[src/rtl/burst_tick_gen.sv]
// burst_tick_gen: emits a burst of COUNT indexed ticks, each preceded by DIV
// wait cycles, handed downstream over a valid/ready handshake, followed by a
// one-cycle done pulse.
// Optional build macro: TICK_LOG_EN adds a simulation-only trace of accepted
// ticks ("tick N") and burst completion ("burst done").
module burst_tick_gen #(
    parameter int DIV   = 4,
    parameter int COUNT = 32,
    parameter int IDX_W = 5
) (
    input  logic             clk,
    input  logic             reset,
    input  logic             start,
    input  logic             stop,
    input  logic             tick_ready,
    output logic             tick_valid,
    output logic [IDX_W-1:0] tick_idx,
    output logic             busy,
    output logic             done
);

    typedef enum logic [1:0] {
        S_IDLE,
        S_WAIT,
        S_EMIT,
        S_DONE
    } state_t;

    localparam int               CW       = (DIV > 1) ? $clog2(DIV) : 1;
    localparam logic [CW-1:0]    DIV_LOAD = CW'(DIV - 1);
    localparam logic [IDX_W-1:0] IDX_LAST = IDX_W'(COUNT - 1);

    state_t           state, state_nx;
    logic [CW-1:0]    div_cnt, div_nx;
    logic [IDX_W-1:0] idx_nx;
    logic             hs;

    // tick_valid is only ever high in EMIT, so this is the accept condition.
    assign hs = tick_valid & tick_ready;

    // Next-state, divider and index update; stop pre-empts everything but IDLE.
    always_comb begin
        state_nx = state;
        div_nx   = div_cnt;
        idx_nx   = tick_idx;
        case (state)
            S_IDLE: begin
                if (start && !stop) begin
                    state_nx = S_WAIT;
                    div_nx   = DIV_LOAD;
                    idx_nx   = '0;
                end
            end
            S_WAIT: begin
                if (stop)
                    state_nx = S_IDLE;
                else if (div_cnt != '0)
                    div_nx = div_cnt - CW'(1);
                else
                    state_nx = S_EMIT;
            end
            S_EMIT: begin
                if (stop) begin
                    state_nx = S_IDLE;
                end else if (hs) begin
                    if (tick_idx == IDX_LAST) begin
                        state_nx = S_DONE;
                    end else begin
                        state_nx = S_WAIT;
                        idx_nx   = tick_idx + IDX_W'(1);
                        div_nx   = DIV_LOAD;
                    end
                end
            end
            S_DONE: begin
                state_nx = S_IDLE;
            end
            default: begin
                state_nx = S_IDLE;
            end
        endcase
    end

    // State register; outputs are decoded from the next state so they are flops.
    always_ff @(posedge clk) begin
        if (reset) begin
            state      <= S_IDLE;
            div_cnt    <= '0;
            tick_idx   <= '0;
            tick_valid <= 1'b0;
            busy       <= 1'b0;
            done       <= 1'b0;
        end else begin
            state      <= state_nx;
            div_cnt    <= div_nx;
            tick_idx   <= idx_nx;
            tick_valid <= (state_nx == S_EMIT);
            busy       <= (state_nx == S_WAIT) || (state_nx == S_EMIT);
            done       <= (state_nx == S_DONE);
        end
    end

`ifdef TICK_LOG_EN
    // Simulation-only trace of accepted ticks and of the done pulse.
    always @(posedge clk) begin
        if (!reset && !stop && tick_valid && tick_ready)
            $display("tick %0d", tick_idx);
        if (!reset && done)
            $display("burst done");
    end
`else
`endif

endmodule

[config.mk]
export PLATFORM = sky130hd
export DESIGN_NAME = burst_tick_gen
export DESIGN_NICKNAME = d
export VERILOG_FILES = /design/src/rtl/burst_tick_gen.sv
export SDC_FILE = /design/constraint.sdc
export NUM_CORES = 1
export LEC_CHECK = 0
export CAP_MARGIN = 20
export CORE_AREA = 2 2 39 41
export DETAILED_ROUTE_END_ITERATION = 7
export DIE_AREA = 0 0 41 43
export DONT_BUFFER_PORTS = 1
export PLACE_DENSITY_LB_ADDON = 0.3
export SETUP_SLACK_MARGIN = 0.15
export SLEW_MARGIN = 0
export SYNTH_ARGS = -nofsm -noshare
export SYNTH_HDL_FRONTEND = slang
export SYNTH_SLANG_ARGS = --single-unit
[constraint.sdc]
create_clock -name clk -period 2.7 [get_ports clk]
set_input_delay 0.54 -clock clk [delete_from_list [all_inputs] [get_ports clk]]
set_output_delay 0.54 -clock clk [all_outputs]
set_load 0.01 [all_outputs]
==> results of run 1 <==
state kept, by name, indices dropped and copies added (netlist names):
name and flops:
done 1, tick_valid 1, busy 1, div_cnt 2, state 2, tick_idx 5
worst paths after layout:
path / startpoint / to / slack [ns] / depth (start not counted)
setup reg to reg: tick_idx[0] / tick_idx[4] / 0.57 / 6
hold / removal: reset / tick_valid / 0.32 / 1
hold reg to reg: div_cnt[1] / div_cnt[1] / 0.47 / 2
setup / recovery: tick_idx[0] / tick_idx[4] / 0.57 / 6
critical path, stage by stage, from the launching register on:
cell and delay (ns):
dfxtp_1 0.38, ha_1 0.24, and3_1 0.18, ha_1 0.17, nand3b_1 0.26, o41ai_2 0.56, mux2i_1 0.25
layout make-up:
| class | instances | share of cell area (%) |
|---|---|---|
| inverters | 3 | 1.560 |
| clock buffers | 4 | 5.026 |
| flip-flops and latches | 12 | 33.28 |
| well taps | 16 | 2.773 |
| multi-input cells | 53 | 57.37 |
kinds of logic after synthesis:
logic type                 synth area share, %
and+or+nand+nor                          31.94
AOI/OAI and AO/OA                        16.42
DFF                                      35.04
buffers and inverters                    4.561
adders and majority gates                9.124
muxes                                    2.920
per-stage QoR:
step | util, % | setup slack [ns]
4_1_cts | 52.17 | 0.5510
3_3_place_gp | 49.55 | 0.6079
5_1_grt | 52.17 | 0.3532
6_report | 52.17 | 0.5705
3_5_place_dp | 49.55 | 0.5716
2_1_floorplan | - | 0.7934
routing by layer:
layer	up-vias	part of all wire (%)	GRT usage (%)
li1	264	-	-
met1	238	45	24.27
met2	16	46	29.06
met3	4	6.0	6.806
met4	0	2.2	12.00
met5	-	0	0
placed cells by master (no fill, tap or decap), types with 2 or more instances in the layout:
cell type	instances
clkbuf_4	3
nand2b_1	5
ha_1	5
a21oi_1	2
mux2i_1	2
inv_1	3
dfxtp_1	12
or4b_1	3
o21ai_0	4
nor2_1	2
nor2b_1	5
a31oi_1	2
nand2_1	2
a21o_1	3
nand3_1	2
synth_stat cells:
cell and n:
nand4b_1 1, buf_2 1, nand3_1 2, o32a_2 1, or4b_1 3, nand2_1 2
nor3_1 1, nor2_1 2, nand2b_1 5, o41ai_2 1, or4_4 1, ha_1 5
a21oi_1 2, o21ai_0 4, dfxtp_1 12, nor4b_1 1, and3b_2 1, mux2i_1 2
a21o_1 3, and3_1 1, nor3b_1 1, a211oi_1 1, buf_6 1, nor2b_1 5
a31oi_1 2, clkbuf_1 1, inv_1 3, o211ai_2 1, or4_1 1, or2b_1 1
and2b_2 1, nand3b_1 1, or4bb_2 1
where the power goes:
| part | internal, mW | switching (mW) | total [mW] |
|---|---|---|---|
| registers | 0.182 | 0.00457 | 0.186 |
| logic | 0.0130 | 0.0121 | 0.0251 |
| clock network | 0.0821 | 0.0689 | 0.151 |
| total | 0.277 | 0.0855 | 0.362 |
==> out/summary.txt, run 1 <==
CP Data Required Time: 2.91 ns
# Max-Cap Violations: 0
Final nets: 83
Worst Skew: 0.009328 ns
Worst VDD drop: 0.2933 mV
initial core utilization: 49.55%
cell taking the most area after synthesis: dfxtp_1
Buffers on Ports: 0
first-pass GRT wire length: 2.332 mm
Slew headroom: 57.46%
Final Non-Filler Cells: 88
Clock Latency Late Sink: 0.28 ns
Critical Path End Type: flop
# DRC: 0
Leakage: 0.2794 nW
core area: 1384 µm²
die area: 1763 µm²
initial antenna violation count: 0
placed cells: 84
htree depth: 1
drt first pass iters: 4
die extent in y: 43 µm
Post-CTS Hold Buffers: 0
synthesized flop and latch total: 12
sequential share of the synthesized area: 35.04%
Detail Placement HPWL: 944.8 µm
Total GRT Usage: 20.02%
num rows: 14
Die Wd: 41 µm
largest net degree at the start of global routing: 17
Post-Syn Instances: 71
Tightest Pin Transition: 0.6312 ns
Layout area overhead: 5.292%
WL final: 1.341 mm
fin crit share: 78.87%
post-CTS sizing: 0
CTS tree: yes
Design Area, Final: 721.9 µm²
Mapped Nets: 81
average size of a mapped cell: 9.657 µm²
Final Setup Violations: 0
diodes inserted: 0
fill cell count: 126
I/O Pins: 13
synth warn: 0
CTS buffer count: 3
Root Driver: clkbuf_4
Final Power: 0.3622 mW
Hold Violations, Final: 0
routed len/inst: 15.24 µm
layout cells sized above 1: 15.28%
Hold Worst Slack: 0.3228 ns
Critical Path AT: 2.34 ns
GR Overflow Total: 0
Setup TNS: 0 ns
Clock Pin Slew Worst Setup and Hold Paths: 0.09 ns
Worst Path Max Fanout: 6
crit path time final: 2.130 ns
power per standard cell area: 501.7 nW/µm²
register area: 240.2 µm²
Synth top area share: 35.04%
routed vias: 522
clock sinks: 12
Max Freq: 469.6 MHz
ranking of synthesized cells by area: dfxtp_1 (35%), ha_1 (9.1%), nand2b_1 (4.6%), nor2b_1 (4.6%), or4b_1 (4.4%)
Synth cell types: 33
Placement Cell Area: 685.7 µm²
Post-Synthesis Cell Area: 685.7 µm²
post-CTS setup buffers: 0
GP Congestion: 0.7624
max-slew violations: 0
type of the worst setup path: reg2reg
multi-input logic area: 414.1 µm²
clk buf depth: 2
unrepaired setup endpoints after global routing: false
outcome: finished, final reports clean
vias per cell: 5.932
remaining antenna violation count: 0
Hold Crit Class: in2reg
vias in the first global route: 536
Initial DRC Count: 15
Worst setup SP type: flop
Note: power is estimated with default switching activity, not from simulation.
==> inputs of run 2 (changes only) <==
==> constraint.sdc (replaced) <==
create_clock -name clk -period 1.8 [get_ports clk]
set_input_delay 0.36 -clock clk [delete_from_list [all_inputs] [get_ports clk]]
set_output_delay 0.36 -clock clk [all_outputs]
set_load 0.01 [all_outputs]
==> run 2 against run 1 <==
  * The run now ends with negative setup slack left
  * Worst hold slack got worse by 0.18 ns
  * Critical path depth grew 1
  * Final cell count up 14%
  * Combinational power is 110% higher
  * Clock power rose by 44%
  * Global-route usage increased by 0.38 points
  * Worst setup slack worse by 0.71 ns
  * Largest cell class unchanged
  * Largest power group unchanged
==> out/summary.txt, run 2 (synthesis results as in run 1) <==
outcome: finished, violations left
failing checks: negative setup slack
Internal: 0.4228 mW
type of the worst setup path: reg2reg
Reg power frac: 50.8%
DP Worst Slack: -0.06516 ns
I/O Pins: 13
Worst VDD drop: 0.4583 mV
CP Data Required Time: 1.97 ns
Worst setup SP type: flop
Hold Violations, Final: 0
switching portion of total power: 22.80%
GR Overflow Total: 0
# DRC: 0
multi-input logic area: 511.7 µm²
Critical Path AT: 2.10 ns
fin crit share: 107.5%
Hold Worst Slack: 0.1441 ns
CTS tree: yes
num rows: 14
Initial DRC Count: 4
combinational power share: 9.6%
clock sinks: 12
crit path time final: 1.935 ns
Critical Path End Type: flop
most frequent cells in the layout: buf_4 (12), dfxtp_1 (10), nand2b_1 (5)
drt first pass iters: 3
Slew headroom: 70.83%
die extent in y: 43 µm
GP Congestion: 0.8615
worst path bufs/invs: 1
clk buf depth: 2
max-slew violations: 0
remaining antenna violation count: 0
htree depth: 1
core area: 1384 µm²
Setup TNS: -0.5876 ns
Hold Crit Class: in2reg
Die Wd: 41 µm
largest net degree at the start of global routing: 17
Worst Skew: 0.002085 ns
final core occ: 66.09%
part of the power in the clock network: 39.6%
Post-CTS Hold Buffers: 0
Clock Latency Late Sink: 0.27 ns
initial core utilization: 49.55%
Buffers on Ports: 0
WL final: 1.524 mm
die area: 1763 µm²
Root Driver: clkbuf_4
diodes inserted: 0
leading cell type in the layout, fill and taps excluded: buf_4
Largest regs: tick_idx: 5 flops, div_cnt: 2 flops, state: 2 flops
critical path's largest stage delay: 0.47 ns
slowest CP cell: or4b_1
Worst Path Max Fanout: 4
register name with the most flops: tick_idx
Leakage: 0.3502 nW
initial antenna violation count: 0
Clock Pin Slew Worst Setup and Hold Paths: 0.08 ns
fill cell count: 114
Switch Pwr: 0.1249 mW
power per standard cell area: 598.7 nW/µm²
max reg flops: 5
Total GRT Usage: 20.40%
CTS buffer count: 3
Final nets: 95
Max Freq: 516.9 MHz
# Max-Cap Violations: 0
family with the most delay on the worst path: simple AND/OR/NAND/NOR gates
vias per cell: 5.860
layout cells sized above 1: 42.86%
Layout area overhead: 33.39%
routed len/inst: 15.24 µm
unrepaired setup endpoints after global routing: true
cells along the critical path: ha_4 -> and3_4 -> ha_4 -> nand3b_1 -> buf_4 -> or4b_1 -> o21ai_0
Final WS setup: -0.1346 ns
register area: 245.2 µm²
vias in the first global route: 562
Detail Placement HPWL: 1.029 mm
first-pass GRT wire length: 2.442 mm
routed vias: 586
most frequent CP cell: ha_4
Tightest Pin Transition: 0.4315 ns
Final Setup Violations: 10
==> run 2: worst reg2reg max path, stage by stage, from the launching register on <==
cell,delay [ns]
dfxtp_4,0.36
ha_4,0.15
and3_4,0.17
ha_4,0.14
nand3b_1,0.22
buf_4,0.19
or4b_1,0.47
o21ai_0,0.13
==> run 2: cell type report <==
| cell class | instances | area share, % |
|---|---|---|
| well taps | 16 | 2.189 |
| multi-input cells | 53 | 55.95 |
| inverters | 3 | 1.231 |
| flip-flops and latches | 12 | 26.81 |
| clock buffers | 4 | 3.967 |
| repair buffers | 12 | 9.850 |
==> run 2: worst paths after layout <==
check                   start     endpoint  slack (ns)  cells past startpoint
setup / recovery  tick_idx[1]  tick_idx[0]       -0.13                      7
setup reg to reg  tick_idx[1]  tick_idx[0]       -0.13                      7
hold / removal          reset         busy        0.14                      1
hold reg to reg    div_cnt[1]   div_cnt[1]        0.49                      2
==> run 2: power by group through the flow <==
stage          Combinational (mW)  Clock (mW)  Sequential, mW
2_1_floorplan              0.0445           0           0.281
3_3_place_gp               0.0417           0           0.284
3_5_place_dp               0.0426           0           0.284
4_1_cts                    0.0448       0.221           0.278
5_1_grt                    0.0574       0.227           0.279
6_report                   0.0527       0.217           0.278
==> run 2: through the flow <==
| stage | power, mW | cell area (µm²) | instances |
|---|---|---|---|
| CTS | 0.5439 | 857.1 | 97 |
| floorplan | 0.3252 | 738.2 | 71 |
| global route | 0.5637 | 914.6 | 100 |
| finish | 0.5476 | 914.6 | 100 |
| global placement | 0.3256 | 805.8 | 93 |
| detailed placement | 0.3269 | 805.8 | 93 |
==> run 2: timing repair <==
action / in CTS / in global routing
pin swaps: 2 / 5
setup endpoints to repair: 10 / 10
gates resized for setup: 3 / 7
setup buffers: 0 / 3
cloned: 0 / 0
==> run 2: per-layer routing <==
metal | vias to the layer above | wire (µm) | track usage (%)
met3 | 4 | 71 | 6.283
met2 | 12 | 757 | 31.56
met1 | 284 | 668 | 25.25
met5 | - | 0 | 0
li1 | 286 | - | -
met4 | 0 | 27 | 8.000
==> inputs of run 3 (changes only) <==
--- a/config.mk
+++ b/config.mk
@@ -5,7 +5,7 @@
 export SDC_FILE = /design/constraint.sdc
 export NUM_CORES = 1
 export LEC_CHECK = 0
-export CAP_MARGIN = 20
+export CAP_MARGIN = 40
 export CORE_AREA = 2 2 39 41
 export DETAILED_ROUTE_END_ITERATION = 7
 export DIE_AREA = 0 0 41 43
==> results of run 3 <==
Same layout as run 2: the final DEF is identical, and so are final timing and power.
